[config.mk]
export PLATFORM = sky130hd
export DESIGN_NAME = imem_loader_flat
export DESIGN_NICKNAME = d
export VERILOG_FILES = /design/src/rtl/imem_loader_if.sv /design/src/rtl/imem_loader.sv /design/src/flat_wrapper.sv
export SDC_FILE = /design/constraint.sdc
export NUM_CORES = 1
export LEC_CHECK = 0
export ABC_AREA = 1
export CAP_MARGIN = 30
export CELL_PAD_IN_SITES_DETAIL_PLACEMENT = 0
export CELL_PAD_IN_SITES_GLOBAL_PLACEMENT = 2
export CORE_MARGIN = 2
export CORE_UTILIZATION = 34
export DETAILED_ROUTE_END_ITERATION = 10
export PLACE_DENSITY = 0.85
export SLEW_MARGIN = 20
export SYNTH_ARGS = -nofsm -noshare
export SYNTH_HDL_FRONTEND = slang
export SYNTH_SLANG_ARGS = --single-unit
export TNS_END_PERCENT = 100
[constraint.sdc]
create_clock -name CLK -period 4.4 [get_ports CLK]
set_input_delay 1.1 -clock CLK [delete_from_list [all_inputs] [get_ports CLK]]
set_output_delay 1.1 -clock CLK [all_outputs]
set_load 0.005 [all_outputs]
[src/rtl/imem_loader_if.sv]
`default_nettype none
// ============================================================================
// imem_loader_if : framed byte stream in, instruction RAM write strobe out
// Revision 1.0 - initial release
// ============================================================================
interface imem_loader_if;
  logic [7:0]  ByteData;
  logic        ByteValid;
  logic        ByteReady;
  logic        Start;
  logic        WriteEnable;
  logic [63:0] WriteAddress;
  logic [31:0] WriteData;
  logic [15:0] LoadedWords;
  logic        CpuHold;
  logic        Done;
  logic        Error;

  // master: byte source / supervisor; slave: the loader itself
  modport master (
    output ByteData, ByteValid, Start,
    input  ByteReady, WriteEnable, WriteAddress, WriteData,
    input  LoadedWords, CpuHold, Done, Error
  );
  modport slave (
    input  ByteData, ByteValid, Start,
    output ByteReady, WriteEnable, WriteAddress, WriteData,
    output LoadedWords, CpuHold, Done, Error
  );
endinterface
`default_nettype wire

[src/rtl/imem_loader.sv]
`default_nettype none
// ============================================================================
// imem_loader : assembles little-endian words from a checksummed byte frame
//               and writes them to instruction RAM, holding the CPU meanwhile
// Revision 1.0 - initial release
// ============================================================================
module imem_loader #(
  parameter logic [63:0] BASE_ADDR = 64'h0,
  parameter int          MAX_WORDS = 1024
) (
  input  logic         CLK,
  input  logic         nReset,
  imem_loader_if.slave bus
);

  localparam logic [7:0]  c_sync_byte = 8'hA5;
  localparam logic [15:0] c_max_words = 16'(MAX_WORDS);

  typedef enum logic [2:0] {
    S_SYNC  = 3'd0,
    S_CNT0  = 3'd1,
    S_CNT1  = 3'd2,
    S_DATA  = 3'd3,
    S_CHECK = 3'd4,
    S_DONE  = 3'd5,
    S_ERROR = 3'd6
  } state_t;

  state_t      r_state, w_next;
  logic [15:0] r_count;
  logic [23:0] r_word;
  logic [1:0]  r_bidx;
  logic [7:0]  r_csum;
  logic        r_we;
  logic [63:0] r_addr;
  logic [31:0] r_data;
  logic [15:0] r_loaded;
  logic        r_done;
  logic        r_error;

  logic        w_ready;
  logic        w_accept;
  logic        w_word_done;
  logic        w_rearm;
  logic [15:0] w_count;
  logic        w_last;

  assign w_accept = bus.ByteValid && w_ready;
  assign w_count  = {bus.ByteData, r_count[7:0]};
  assign w_last   = (r_loaded + 16'd1) == r_count;

  always_comb begin
    w_next      = r_state;
    w_ready     = 1'b1;
    w_word_done = 1'b0;
    w_rearm     = 1'b0;
    case (r_state)
      S_SYNC: begin
        if (w_accept && bus.ByteData == c_sync_byte) w_next = S_CNT0;
      end
      S_CNT0: begin
        if (w_accept) w_next = S_CNT1;
      end
      S_CNT1: begin
        if (w_accept) begin
          if (w_count == 16'd0 || w_count > c_max_words) w_next = S_ERROR;
          else                                            w_next = S_DATA;
        end
      end
      S_DATA: begin
        if (w_accept && r_bidx == 2'd3) begin
          w_word_done = 1'b1;
          if (w_last) w_next = S_CHECK;
        end
      end
      S_CHECK: begin
        if (w_accept) w_next = (bus.ByteData == r_csum) ? S_DONE : S_ERROR;
      end
      S_DONE, S_ERROR: begin
        w_ready = 1'b0;
        if (bus.Start) begin
          w_next  = S_SYNC;
          w_rearm = 1'b1;
        end
      end
      default: begin
        w_ready = 1'b0;
        w_next  = S_SYNC;
      end
    endcase
  end

  always_ff @(posedge CLK or negedge nReset) begin
    if (!nReset) begin
      r_state <= S_SYNC;
    end else begin
      r_state <= w_next;
    end
  end

  always_ff @(posedge CLK or negedge nReset) begin
    if (!nReset) begin
      r_count  <= 16'd0;
      r_word   <= 24'd0;
      r_bidx   <= 2'd0;
      r_csum   <= 8'd0;
      r_we     <= 1'b0;
      r_addr   <= BASE_ADDR;
      r_data   <= 32'd0;
      r_loaded <= 16'd0;
      r_done   <= 1'b0;
      r_error  <= 1'b0;
    end else begin
      r_we    <= w_word_done;
      r_done  <= (w_next == S_DONE);
      r_error <= (w_next == S_ERROR);
      if (w_rearm) begin
        r_loaded <= 16'd0;
        r_csum   <= 8'd0;
        r_bidx   <= 2'd0;
        r_addr   <= BASE_ADDR;
      end
      if (w_accept) begin
        case (r_state)
          S_CNT0: r_count[7:0]  <= bus.ByteData;
          S_CNT1: r_count[15:8] <= bus.ByteData;
          S_DATA: begin
            // Bytes enter at the top so the oldest ends up least significant
            r_word <= {bus.ByteData, r_word[23:8]};
            r_csum <= r_csum ^ bus.ByteData;
            r_bidx <= r_bidx + 2'd1;
            if (r_bidx == 2'd3) begin
              r_data   <= {bus.ByteData, r_word};
              r_addr   <= BASE_ADDR + {46'd0, r_loaded, 2'b00};
              r_loaded <= r_loaded + 16'd1;
            end
          end
          default: ;
        endcase
      end
    end
  end

  assign bus.ByteReady    = w_ready;
  assign bus.WriteEnable  = r_we;
  assign bus.WriteAddress = r_addr;
  assign bus.WriteData    = r_data;
  assign bus.LoadedWords  = r_loaded;
  assign bus.CpuHold      = (r_state != S_DONE);
  assign bus.Done         = r_done;
  assign bus.Error        = r_error;

endmodule
`default_nettype wire

[src/flat_wrapper.sv]
// flat-port wrapper written by rule: the top's interface ports become plain ports
module imem_loader_flat 
#(
  parameter logic [63:0] BASE_ADDR = 64'h0,
  parameter int          MAX_WORDS = 1024
)
  (CLK, nReset, bus_ByteData, bus_ByteValid, bus_Start, bus_ByteReady, bus_WriteEnable, bus_WriteAddress, bus_WriteData, bus_LoadedWords, bus_CpuHold, bus_Done, bus_Error);
  imem_loader_if bus_i ();
  input  logic CLK;
  input  logic nReset;
  input wire logic [$bits(bus_i.ByteData)-1:0] bus_ByteData;
  input wire logic [$bits(bus_i.ByteValid)-1:0] bus_ByteValid;
  input wire logic [$bits(bus_i.Start)-1:0] bus_Start;
  output wire logic [$bits(bus_i.ByteReady)-1:0] bus_ByteReady;
  output wire logic [$bits(bus_i.WriteEnable)-1:0] bus_WriteEnable;
  output wire logic [$bits(bus_i.WriteAddress)-1:0] bus_WriteAddress;
  output wire logic [$bits(bus_i.WriteData)-1:0] bus_WriteData;
  output wire logic [$bits(bus_i.LoadedWords)-1:0] bus_LoadedWords;
  output wire logic [$bits(bus_i.CpuHold)-1:0] bus_CpuHold;
  output wire logic [$bits(bus_i.Done)-1:0] bus_Done;
  output wire logic [$bits(bus_i.Error)-1:0] bus_Error;
  assign bus_i.ByteData = bus_ByteData;
  assign bus_i.ByteValid = bus_ByteValid;
  assign bus_i.Start = bus_Start;
  assign bus_ByteReady = bus_i.ByteReady;
  assign bus_WriteEnable = bus_i.WriteEnable;
  assign bus_WriteAddress = bus_i.WriteAddress;
  assign bus_WriteData = bus_i.WriteData;
  assign bus_LoadedWords = bus_i.LoadedWords;
  assign bus_CpuHold = bus_i.CpuHold;
  assign bus_Done = bus_i.Done;
  assign bus_Error = bus_i.Error;
  imem_loader #(.BASE_ADDR(BASE_ADDR), .MAX_WORDS(MAX_WORDS)) u_core (.CLK(CLK), .nReset(nReset), .bus(bus_i));
endmodule
==> summary.txt <==
Run status
  – Status: finished clean

Setup path
  – Data required, critical path: ~3.3 ns
  – Crit. End Element: output pin
  – Worst R2R Path Depth: 10
  – Crit path launch: u_core.r_state[2]$_DFF_PN0_
  – CP Launch Type: flip-flop
  – Peak fanout along the critical path: 6
  – FF-to-FF End: u_core.bus.Error$_DFF_PN0_
  – Critical path class: reg2out
  – Crit path DAT: ~1.7 ns
  – Worst r2r src: u_core.r_state[2]$_DFF_PN0_
  – R2r setup slk: about 2.1 ns

Timing
  – Fin Clk Skew: roughly 0.014 ns
  – Final Setup Violations: 0
  – Post-route setup TNS: 0 ns
  – Worst setup margin: 1.62 ns
  – RSZ-0062 raised after global routing: false
  – Number of hold violations in the final report: 0
  – Worst slew pin tran: between 0.6 and 0.7 ns
  – FMAX: around 0.36 GHz
  – Period utilization: ~63%
  – Final min period: about 2.8 ns
  – Slew Limit Fails: 0
  – Slew headroom: approximately 55%

Power
  – Pwr per Cell Area: roughly 500 mW/mm²
  – LEAKAGE: between 4 and 5 nW
  – Clock power frac: 32.4%
  – Peak supply drop: approximately 0.0003 V
  – Combinational share of power: between 20 and 25%
  – Switch Pwr: roughly 1.5 mW
  – Register share of total power: between 40% and 50%
  – Net Sw Frac: 32.8%
  – Internal Pwr Total: about 3.1 mW

Yosys
  – Mapped Avg Cell Area: 8.83 µm²
  – EDFF count, synth: 0
  – Synth Warn #: 0
  – Sequential area share after synthesis: around 59%
  – Distinct cells, synth: 31
  – Synth Register Bits: ~170
  – Top FF cell, synth: dfrtp_1
  – Syn Nets: 817
  – Synth async-reset ratio: 100%
  – Synthesized netlist cell count: 803
  – Post-synth design cell area: 0.00709 mm²

Routing
  – Vias: 5574
  – Routed wire length: around 18000 µm
  – DRT iter0 DRCs: 384
  – Drt pass-1 iters: 5
  – Drt wl/cell: approximately 15 µm
  – Antenna viol nets, final: 0
  – Vias per cell: ~4.6
  – DRC violations left: 0

Finish
  – Commonest non-fill, non-tap cell in the layout: nand2_1
  – Synth-to-Final Area Change: 30.5%
  – Layout cells sized above 1: slightly above 6%
  – Commonest cells after routing, fill and taps aside: nand2_1 (204), dfrtp_1 (168), clkdlybuf4s50_1 (127)
  – Diodes inserted: 0
  – Fillers: roughly 2.0k
  – Final net count: 936

Flow run
  – Max Cap Violations: 0

Placed design
  – DP Worst Slack: about 1.3 ns
  – I/O Buffers: approximately 130
  – Final HPWL DP: around 12000 µm
  – Final GP Congestion: between 0.8 and 0.9

Die
  – Die footprint: 0.0220 mm²
  – Die Y-Extent: 148 µm
  – Row cnt: 52
  – Core Area: a little over 0.02 mm²
  – Initial core utilization: 34.8%
  – Die Wd: between 100 and 150 µm
  – Top Ports: around 130

Global route
  – GRT Total Usage: between 15 and 20%
  – Number of global-route vias before repair: approximately 5.5k
  – First-pass GRT wire length: 29800 µm
  – Largest net degree at the start of global routing: between 70 and 80
  – Initial antenna violation count: 0
  – GR Overflow Total: 0

Clocking
  – Hold-fix buffers, CTS: 0
  – CTS max path bufs: 2
  – Clk sinks: about 170
  – Worst-path clk slew: approximately 0.080 ns
  – CTS tree: built
  – CTS root buf: clkbuf_16
  – Clock Latency Late Sink: about 0.43 ns
  – Post-CTS Setup Repair Bufs: 0
  – Post-CTS sizing: 0
  – H-tree levels: 4
  – Num CTS Buffers: 17

Worst hold path
  – Worst min-delay path class: reg2reg
  – Worst Hold Depth: 2
  – Hold Path Sink: u_core.bus.WriteData[5]$_DFFE_PN0P_
  – Worst Hold Launch: u_core.bus.WriteData[5]$_DFFE_PN0P_
==> metal layers <==
layer  part of all wire, %  track usage (%)
met1                    49             24.3
met4                   1.0             4.67
met3                   4.5             3.53
met2                    45             26.9
met5                     0                0
==> critical path: stages (launching register included) <==
cell	delay (ns)
dfrtp_1	0.45
inv_1	0.12
nor2_1	0.19
inv_1	0.06
clkdlybuf4s50_1	0.45
==> cell families (layout without fill, tap and decap cells) <==
family / Yosys count / after routing / synth area share [%]
compound gates: 139 / 139 / 10.2
xor+xnor: 12 / 12 / 1.68
fa+ha+maj: 2 / 2 / 0.353
buf+inv: 107 / 239 / 6.03
flops: 168 / 168 / 59.3
simple gates: 375 / 375 / 22.4
==> power groups by stage <==
stage / registers, mW / clock network [mW] / logic, mW
after floorplan: 2.05 / 0 / 0.620
after global placement: 2.11 / 0 / 1.06
final: 2.09 / 1.51 / 1.05
after detailed placement: 2.12 / 0 / 1.07
after CTS: 2.09 / 1.54 / 1.08
after global routing: 2.13 / 1.61 / 1.21
==> synth_stat cells, drive strengths merged (2+ instances only) <==
cell	instances	share of area, %
a31oi	9	0.79
buf	20	1.4
nor2	89	5.3
clkinv	2	0.11
nor4	2	0.18
nand4	12	1.1
a21oi	27	1.9
nand3b	3	0.32
o21ai	97	6.8
clkbuf	16	0.85
xnor2	9	1.1
dfrtp	168	59
nand2	204	11
inv	69	3.7
xor2	2	0.25
ha	2	0.35
nor3	8	0.64
o31ai	3	0.32
nand3	57	4.1
==> final cells by class <==
type	count	area (µm²)	area share [%]
clock buffers	19	453	4.89
well taps	270	338	3.65
flip-flops and latches	168	4200	45.4
multi-input cells	528	2470	26.7
inverters	71	267	2.88
clock inverters	13	146	1.58
repair buffers	136	1380	14.9
==> worst max path at each step <==
stage	to	slack, ns
floorplan	u_core.r_count[0]$_DFFE_PN0P_	2.08
CTS	bus_ByteReady	1.59
finish	bus_ByteReady	1.62
detailed placement	u_core.bus.Error$_DFF_PN0_	1.31
global route	bus_ByteReady	1.53
global placement	u_core.r_state[0]$_DFF_PN0_	1.34
==> flip-flops by register name (all words and copies together), names as in the netlist, 2 cells and up <==
signal                   flops
u_core.r_state               3
u_core.r_word               24
u_core.r_count              16
u_core.bus.LoadedWords      16
u_core.r_bidx                2
u_core.r_csum                8
u_core.bus.WriteAddress     64
u_core.bus.WriteData        32
==> per-stage QoR <==
step | hold slack, ns | instances | util [%] | power [mW] | area, µm²
final | 0.490 | 1205 | 45.4 | 4.64 | 9260
after global routing | 0.522 | 1205 | 45.4 | 4.96 | 9260
after CTS | 0.497 | 1205 | 45.4 | 4.70 | 9260
after detailed placement | 0.477 | 1173 | 42.5 | 3.19 | 8660
after global placement | 0.470 | 1173 | 42.5 | 3.17 | 8660
after floorplan | 0.453 | 803 | - | 2.67 | 7090
Note: power is estimated with default switching activity, not from simulation.
